<file path="src/rtl/pulse_gen_ctrl_if.sv">
// UART link and pulse outputs of the pulse generator, bundled for the controller port.
interface pulse_gen_ctrl_if;
    logic RS232_Rx;
    logic RS232_Tx;
    logic Pulse;
    logic Sync;
    logic P2;

    modport master (output RS232_Rx, input RS232_Tx, input Pulse, input Sync, input P2);
    modport slave  (input RS232_Rx, output RS232_Tx, output Pulse, output Sync, output P2);
endinterface

</file>
<file path="src/rtl/pulse_gen_ctrl.sv">
// Two-channel pulse timing engine programmed over an 8N1 UART link with 5-byte write
// frames (addr + 32-bit little-endian value); every complete frame is acknowledged on Tx.
module pulse_gen_ctrl #(
    parameter int unsigned CLKS_PER_BIT = 104,
    parameter int unsigned DEF_PERIOD   = 60000,
    parameter int unsigned DEF_P1_W     = 30,
    parameter int unsigned DEF_DELAY    = 300,
    parameter int unsigned DEF_P2_W     = 60,
    parameter int unsigned SYNC_W       = 8
) (
    input logic             clk,
    input logic             resetn,
    pulse_gen_ctrl_if.slave bus
);
    localparam logic [15:0] BIT_LAST  = 16'(CLKS_PER_BIT - 1);
    localparam logic [15:0] HALF_LAST = 16'(CLKS_PER_BIT / 2 - 1);
    localparam logic [31:0] GAP_MAX   = 32'(2 * 10 * CLKS_PER_BIT);
    localparam logic [31:0] SYNC_LIM  = 32'(SYNC_W);

    logic [31:0] cnt, period, p1_w, delay, p2_w;
    logic [31:0] sh_period, sh_p1_w, sh_delay, sh_p2_w;
    logic        run;
    logic [31:0] period_eff;
    logic        wrap;
    logic [33:0] cnt_x, p2_start, p2_end;

    assign period_eff = (period < 32'd2) ? 32'd2 : period;
    assign wrap       = (cnt >= period_eff - 32'd1);
    assign cnt_x      = {2'b00, cnt};
    assign p2_start   = {2'b00, p1_w} + {2'b00, delay};
    assign p2_end     = p2_start + {2'b00, p2_w};

    // Period counter; active registers only change at the wrap (or while stopped) so a
    // pulse window is never cut short by a mid-period write.
    always_ff @(posedge clk or negedge resetn) begin
        if (!resetn) begin
            cnt       <= '0;
            period    <= DEF_PERIOD;
            p1_w      <= DEF_P1_W;
            delay     <= DEF_DELAY;
            p2_w      <= DEF_P2_W;
            bus.Sync  <= 1'b0;
            bus.Pulse <= 1'b0;
            bus.P2    <= 1'b0;
        end else begin
            if (!run || wrap) begin
                cnt    <= '0;
                period <= sh_period;
                p1_w   <= sh_p1_w;
                delay  <= sh_delay;
                p2_w   <= sh_p2_w;
            end else begin
                cnt <= cnt + 32'd1;
            end
            bus.Sync  <= run && (cnt < SYNC_LIM);
            bus.Pulse <= run && (cnt < p1_w);
            bus.P2    <= run && (cnt_x >= p2_start) && (cnt_x < p2_end);
        end
    end

    typedef enum logic [1:0] {RX_IDLE, RX_START, RX_DATA, RX_STOP} rx_state_t;
    rx_state_t   rx_state;
    logic        rx_s1, rx_s2, rx_prev;
    logic [15:0] rx_clk;
    logic [2:0]  rx_bit;
    logic [7:0]  rx_sh;
    logic        rx_vld;
    logic [7:0]  rx_byte;

    // Receiver: start confirmed at mid-bit, data and stop sampled at mid-bit.
    always_ff @(posedge clk or negedge resetn) begin
        if (!resetn) begin
            rx_state <= RX_IDLE;
            rx_s1    <= 1'b1;
            rx_s2    <= 1'b1;
            rx_prev  <= 1'b1;
            rx_clk   <= '0;
            rx_bit   <= '0;
            rx_sh    <= '0;
            rx_vld   <= 1'b0;
            rx_byte  <= '0;
        end else begin
            rx_s1   <= bus.RS232_Rx;
            rx_s2   <= rx_s1;
            rx_prev <= rx_s2;
            rx_vld  <= 1'b0;
            case (rx_state)
                RX_IDLE: if (rx_prev && !rx_s2) begin
                    rx_clk   <= '0;
                    rx_state <= RX_START;
                end
                RX_START: if (rx_clk == HALF_LAST) begin
                    rx_clk   <= '0;
                    rx_bit   <= '0;
                    rx_state <= rx_s2 ? RX_IDLE : RX_DATA;
                end else begin
                    rx_clk <= rx_clk + 16'd1;
                end
                RX_DATA: if (rx_clk == BIT_LAST) begin
                    rx_clk <= '0;
                    rx_sh  <= {rx_s2, rx_sh[7:1]};
                    rx_bit <= rx_bit + 3'd1;
                    if (rx_bit == 3'd7) rx_state <= RX_STOP;
                end else begin
                    rx_clk <= rx_clk + 16'd1;
                end
                RX_STOP: if (rx_clk == BIT_LAST) begin
                    rx_clk   <= '0;
                    rx_state <= RX_IDLE;
                    if (rx_s2) begin
                        rx_vld  <= 1'b1;
                        rx_byte <= rx_sh;
                    end
                end else begin
                    rx_clk <= rx_clk + 16'd1;
                end
                default: rx_state <= RX_IDLE;
            endcase
        end
    end

    logic [2:0]  byte_idx;
    logic [7:0]  addr;
    logic [23:0] data_lo;
    logic [31:0] gap;
    logic [31:0] value;
    logic        ack_req;
    logic [7:0]  ack_byte;

    assign value = {rx_byte, data_lo};

    always_ff @(posedge clk or negedge resetn) begin
        if (!resetn) begin
            byte_idx  <= '0;
            addr      <= '0;
            data_lo   <= '0;
            gap       <= '0;
            ack_req   <= 1'b0;
            ack_byte  <= '0;
            sh_period <= DEF_PERIOD;
            sh_p1_w   <= DEF_P1_W;
            sh_delay  <= DEF_DELAY;
            sh_p2_w   <= DEF_P2_W;
            run       <= 1'b1;
        end else begin
            ack_req <= 1'b0;
            if (rx_vld) begin
                gap <= '0;
                case (byte_idx)
                    3'd0: begin
                        addr     <= rx_byte;
                        byte_idx <= 3'd1;
                    end
                    3'd4: begin
                        byte_idx <= 3'd0;
                        ack_req  <= 1'b1;
                        ack_byte <= addr;
                        case (addr)
                            8'h01:   sh_period <= value;
                            8'h02:   sh_p1_w   <= value;
                            8'h03:   sh_delay  <= value;
                            8'h04:   sh_p2_w   <= value;
                            8'h05:   run       <= value[0];
                            default: ack_byte  <= 8'hFF;
                        endcase
                    end
                    default: begin
                        data_lo  <= {rx_byte, data_lo[23:8]};
                        byte_idx <= byte_idx + 3'd1;
                    end
                endcase
            end else if (byte_idx != 3'd0) begin
                // A stalled sender must not leave the parser out of step with the next frame.
                if (gap > GAP_MAX) begin
                    byte_idx <= '0;
                    gap      <= '0;
                end else begin
                    gap <= gap + 32'd1;
                end
            end
        end
    end

    typedef enum logic {TX_IDLE, TX_SEND} tx_state_t;
    tx_state_t   tx_state;
    logic        pend_vld;
    logic [7:0]  pend_byte;
    logic [8:0]  tx_sh;
    logic [3:0]  tx_bit;
    logic [15:0] tx_clk;
    logic        tx_take;

    assign tx_take = (tx_state == TX_IDLE) && pend_vld;

    // One pending ack slot in front of the transmitter; acks arriving while it is full are dropped.
    always_ff @(posedge clk or negedge resetn) begin
        if (!resetn) begin
            tx_state     <= TX_IDLE;
            pend_vld     <= 1'b0;
            pend_byte    <= '0;
            tx_sh        <= '1;
            tx_bit       <= '0;
            tx_clk       <= '0;
            bus.RS232_Tx <= 1'b1;
        end else begin
            if (ack_req && (!pend_vld || tx_take)) begin
                pend_vld  <= 1'b1;
                pend_byte <= ack_byte;
            end else if (tx_take) begin
                pend_vld <= 1'b0;
            end
            case (tx_state)
                TX_IDLE: if (pend_vld) begin
                    tx_sh        <= {1'b1, pend_byte};
                    tx_bit       <= '0;
                    tx_clk       <= '0;
                    bus.RS232_Tx <= 1'b0;
                    tx_state     <= TX_SEND;
                end
                TX_SEND: if (tx_clk == BIT_LAST) begin
                    tx_clk <= '0;
                    if (tx_bit == 4'd9) begin
                        tx_state <= TX_IDLE;
                    end else begin
                        bus.RS232_Tx <= tx_sh[0];
                        tx_sh        <= {1'b1, tx_sh[8:1]};
                        tx_bit       <= tx_bit + 4'd1;
                    end
                end else begin
                    tx_clk <= tx_clk + 16'd1;
                end
                default: tx_state <= TX_IDLE;
            endcase
        end
    end
endmodule

</file>
<file path="src/flat_wrapper.sv">
// flat-port wrapper written by rule: the top's interface ports become plain ports
module pulse_gen_ctrl_flat 
#(
    parameter int unsigned CLKS_PER_BIT = 104,
    parameter int unsigned DEF_PERIOD   = 60000,
    parameter int unsigned DEF_P1_W     = 30,
    parameter int unsigned DEF_DELAY    = 300,
    parameter int unsigned DEF_P2_W     = 60,
    parameter int unsigned SYNC_W       = 8
)
  (clk, resetn, bus_RS232_Rx, bus_RS232_Tx, bus_Pulse, bus_Sync, bus_P2);
  pulse_gen_ctrl_if bus_i ();
  input logic clk;
  input logic resetn;
  input wire logic [$bits(bus_i.RS232_Rx)-1:0] bus_RS232_Rx;
  output wire logic [$bits(bus_i.RS232_Tx)-1:0] bus_RS232_Tx;
  output wire logic [$bits(bus_i.Pulse)-1:0] bus_Pulse;
  output wire logic [$bits(bus_i.Sync)-1:0] bus_Sync;
  output wire logic [$bits(bus_i.P2)-1:0] bus_P2;
  assign bus_i.RS232_Rx = bus_RS232_Rx;
  assign bus_RS232_Tx = bus_i.RS232_Tx;
  assign bus_Pulse = bus_i.Pulse;
  assign bus_Sync = bus_i.Sync;
  assign bus_P2 = bus_i.P2;
  pulse_gen_ctrl #(.CLKS_PER_BIT(CLKS_PER_BIT), .DEF_PERIOD(DEF_PERIOD), .DEF_P1_W(DEF_P1_W), .DEF_DELAY(DEF_DELAY), .DEF_P2_W(DEF_P2_W), .SYNC_W(SYNC_W)) u_core (.clk(clk), .resetn(resetn), .bus(bus_i));
endmodule
</file>
<file path="config.mk">
export PLATFORM = sky130hd
export DESIGN_NAME = pulse_gen_ctrl_flat
export DESIGN_NICKNAME = d
export VERILOG_FILES = /design/src/rtl/pulse_gen_ctrl_if.sv /design/src/rtl/pulse_gen_ctrl.sv /design/src/flat_wrapper.sv
export SDC_FILE = /design/constraint.sdc
export NUM_CORES = 1
export LEC_CHECK = 0
export CORE_MARGIN = 2
export CORE_UTILIZATION = 39
export DETAILED_ROUTE_END_ITERATION = 12
export PLACE_DENSITY_LB_ADDON = 0.12
export SYNTH_ARGS = -nofsm -noshare
export SYNTH_HDL_FRONTEND = slang
export SYNTH_SLANG_ARGS = --single-unit
</file>
<file path="constraint.sdc">
create_clock -name clk -period 10.6 [get_ports clk]
set_input_delay 2.12 -clock clk [delete_from_list [all_inputs] [get_ports clk]]
set_output_delay 2.12 -clock clk [all_outputs]
set_load 0.05 [all_outputs]
</file>
==> results.md <==
* Status: finished, final reports clean
* Uppermost layer routed: met4
* Maximum root-to-sink buffer count at 3
* Count leader, synth: dfrtp_1
* Clock root buffer: clkbuf_16
* Hold Vio Cnt, Final at 0
* Crit path arrival time at 7610 ps
* Antenna Nets Post-Route at 0
* Setup Fix Bufs, Post-CTS at 0
* 1st-iter DRT viols at 964
* Tmin final at 7130 ps
* MaxCap Viol Count at 0
* VDD IR-drop max at 0.129 mV
* Hold Crit Class: reg -> reg
* RD Place Congestion at 0.848
* Synth cell count leaders: dfrtp_1, ha_1, mux2_2
* Netlist Area Pre-Place at 0.0247 mm2
* Mapped Cells at 2292
* Met2 Routed Length at 27900 um
* Input/output buffers at 6
* Pins Over Slew Limit at 0
* Unrepaired setup endpoints after global routing: no
* Synth top area share at 40.2%
* Post-DP HPWL at 42800 um
* WL per Instance at 19.0 um
* Hold endpoint: u_core.rx_s2$_DFF_PN1_
* Async S/R FF share, synth at 100%
* R2R depth at 21
* Worst-margin pin slew at 1050 ps
* Crit path max-delay cell type: buf_4
* Post-synthesis sequential area ratio at 45.6%
* Warnings, synthesis at 0
* Max Fclk at 0.140 GHz
* Initial Util at 39.3%
* Final WL at 60800 um
* First-pass GRT wire length at 98800 um
* Seq cells post-synth at 448
* CP Launch Type: flop
* Residual DRC count at 0
* # rows at 92
* Crit path cell chain: or4_1, or3_1, nor3_1, and3_1, nand2b_1, ha_1, and2_1, nand2_1, or3_1, nor4_1, xnor2_1, ha_1, nand4_1, nor2_1, nand2_1, a211oi_1, o31ai_1, nand2_4, buf_4, buf_4, mux2_1
* Top delay family on crit path: simple AND/OR/NAND/NOR gates
* Crit-path max cell delay at 790 ps
* H-tree depth at 2
* Syn nets at 2505
* Required @ worst endpoint at 11080 ps
* Layout cells sized above 1 at 16.3%
* Crit Path Class: reg -> reg
* Antenna diodes at 0
* Multi-input gate area at 0.0129 mm2
* Total track usage at 18.8%
* FF+latch area at 0.0113 mm2
* Buffers & Inverters on Critical Path at 2
* Grt ovf at 0
* Largest net degree at the start of global routing at 156
* Final net count at 2517
* Placed cell count at 3095
* FF-to-FF Start: u_core.period[22]$_DFFE_PN0P_
* R2r setup slk at 3470 ps
* FILL cells at 5989
* Post-synth EDFFs at 0
* Full die area at 0.0654 mm2
* Mapped Avg Cell Area at 10.8 um2
* Clock sinks at 448
* Crit path depth at 21
* Slew HR at 30.3%
* Synth area leaders: dfrtp_1, ha_1, mux2_2
* WHS Path Cells at 0
* Via density at 5.35
* DIE WIDTH at 256 um
* Final setup skew at 24.6 ps
* CP max FO at 71
* Clk Latency, worst-skew pair at 620 ps
* Hold Buf Count CTS at 0
* Vias at 17098
* Vias in the first global route at 17255
* Min-delay src: u_core.rx_s1$_DFF_PN1_
* Fin cells at 3194
* Biggest area consumer among synthesized cells: dfrtp_1
* PwrDens at 137 mW/mm2
* Final cycle utilization of the critical path at 67.3%
* Antenna violations before repair at 1
* Drt first pass iters at 5
* TritonCTS clock tree: yes
* Design Area, Final at 0.0276 mm2
* I/O pins at 7
* Clock transition at path regs at 60 ps
* Setup TNS at 0 ps
* Die Y at 256 um
* CP endpoint kind: flop
* TritonCTS Buffers at 53
* Post-DP Area at 0.0257 mm2
* Routed met1 length at 29700 um
* Post-CTS sizing at 0
* Synth-to-layout area growth at 11.8%
* Final Core Density at 44.0%
* Cell variety after synth at 78
* WL met3 at 1850 um
* Core ar. at 0.0629 mm2
* Ys flop type: dfrtp_1
* # setup viols final at 0
* Reg2Reg Capture Point: u_core.delay[11]$_DFFE_PN0P_
* Leakage power at 13.8 nW
[placed cells by master, fill, tap and decap left out, types with 15 or more instances in the layout]
cell,count
dfrtp_1,397
ha_1,208
mux2_2,206
nand2_1,186
nor2_1,157
o21ai_0,97
inv_1,93
a21oi_1,93
mux2_1,83
a21o_1,69
xor2_1,63
xnor2_1,62
nand3_1,56
clkbuf_16,53
dfstp_2,51
and3_1,38
nand4_1,35
nor3_1,28
nand2b_1,26
nor4_1,24
nor2b_1,23
or3_1,20
o21ai_1,19
a31oi_1,15
buf_4,15
[sequential cells by signal (all words and copies together) (netlist names), 24 cells and up, named ones only]
| name | count |
|---|---|
| u_core.sh_delay | 32 |
| u_core.p2_w | 32 |
| u_core.gap | 32 |
| u_core.sh_period | 32 |
| u_core.period | 32 |
| u_core.sh_p1_w | 32 |
| u_core.sh_p2_w | 32 |
| u_core.p1_w | 32 |
| u_core.data_lo | 24 |
| u_core.cnt | 32 |
| u_core.delay | 32 |
[report_power, final]
part,internal (mW),switching (mW),total [mW]
Combinational,0.0328,0.0883,0.121
Sequential,1.72,0.00851,1.73
Clock,1.19,0.757,1.95
Total,2.94,0.854,3.80
[how the worst max path moves through the flow]
| stage | from | endpoint | slack [ps] |
|---|---|---|---|
| 6_report | u_core.period[22]$_DFFE_PN0P_ | u_core.delay[11]$_DFFE_PN0P_ | 3470 |
| 5_1_grt | u_core.period[21]$_DFFE_PN0P_ | u_core.p2_w[9]$_DFFE_PN0P_ | 2910 |
| 4_1_cts | u_core.period[22]$_DFFE_PN0P_ | u_core.p2_w[9]$_DFFE_PN0P_ | 3390 |
| 3_5_place_dp | u_core.period[21]$_DFFE_PN0P_ | u_core.p2_w[9]$_DFFE_PN0P_ | 3440 |
| 3_3_place_gp | u_core.period[21]$_DFFE_PN0P_ | u_core.p2_w[13]$_DFFE_PN0P_ | 3600 |
| 2_1_floorplan | u_core.p1_w[1]$_DFFE_PN1P_ | u_core.bus.P2$_DFF_PN0_ | 5120 |
[logic make-up (layout without fill, tap and decap cells)]
group                      Yosys count  count (layout)  share of synthesized area, %
and+or+nand+nor                    653             653                          13.0
DFF                                448             448                          45.6
AOI/OAI and AO/OA                  398             398                          10.3
muxes                              299             299                          13.6
adders and majority gates          210             210                          10.7
buffers and inverters              159             215                          2.48
xor gates and xnor gates           125             125                          4.43
[area by class of cell]
class,count,area share [%]
Multi-Input combinational cell,1685,46.5
Sequential cell,448,40.8
Clock buffer,79,5.62
Tap cell,846,3.83
Inverter,94,1.28
Clock inverter,20,1.24
Timing Repair Buffer,22,0.715
[metal layers]
metal | global-route usage (%) | vias up
met4 | 4.89 | 0
met3 | 2.34 | 82
met2 | 30.3 | 205
met5 | 0 | -
li1 | - | 8277
met1 | 26.9 | 8534
[through the flow]
step	setup slack, ps	power (mW)	hold slack, ps
after floorplan	5120	1.82	345
after global placement	3600	1.88	352
after detailed placement	3440	1.88	355
after CTS	3390	3.87	363
after global routing	2910	3.95	366
final	3470	3.80	361
(Power assumes the default switching activity.)
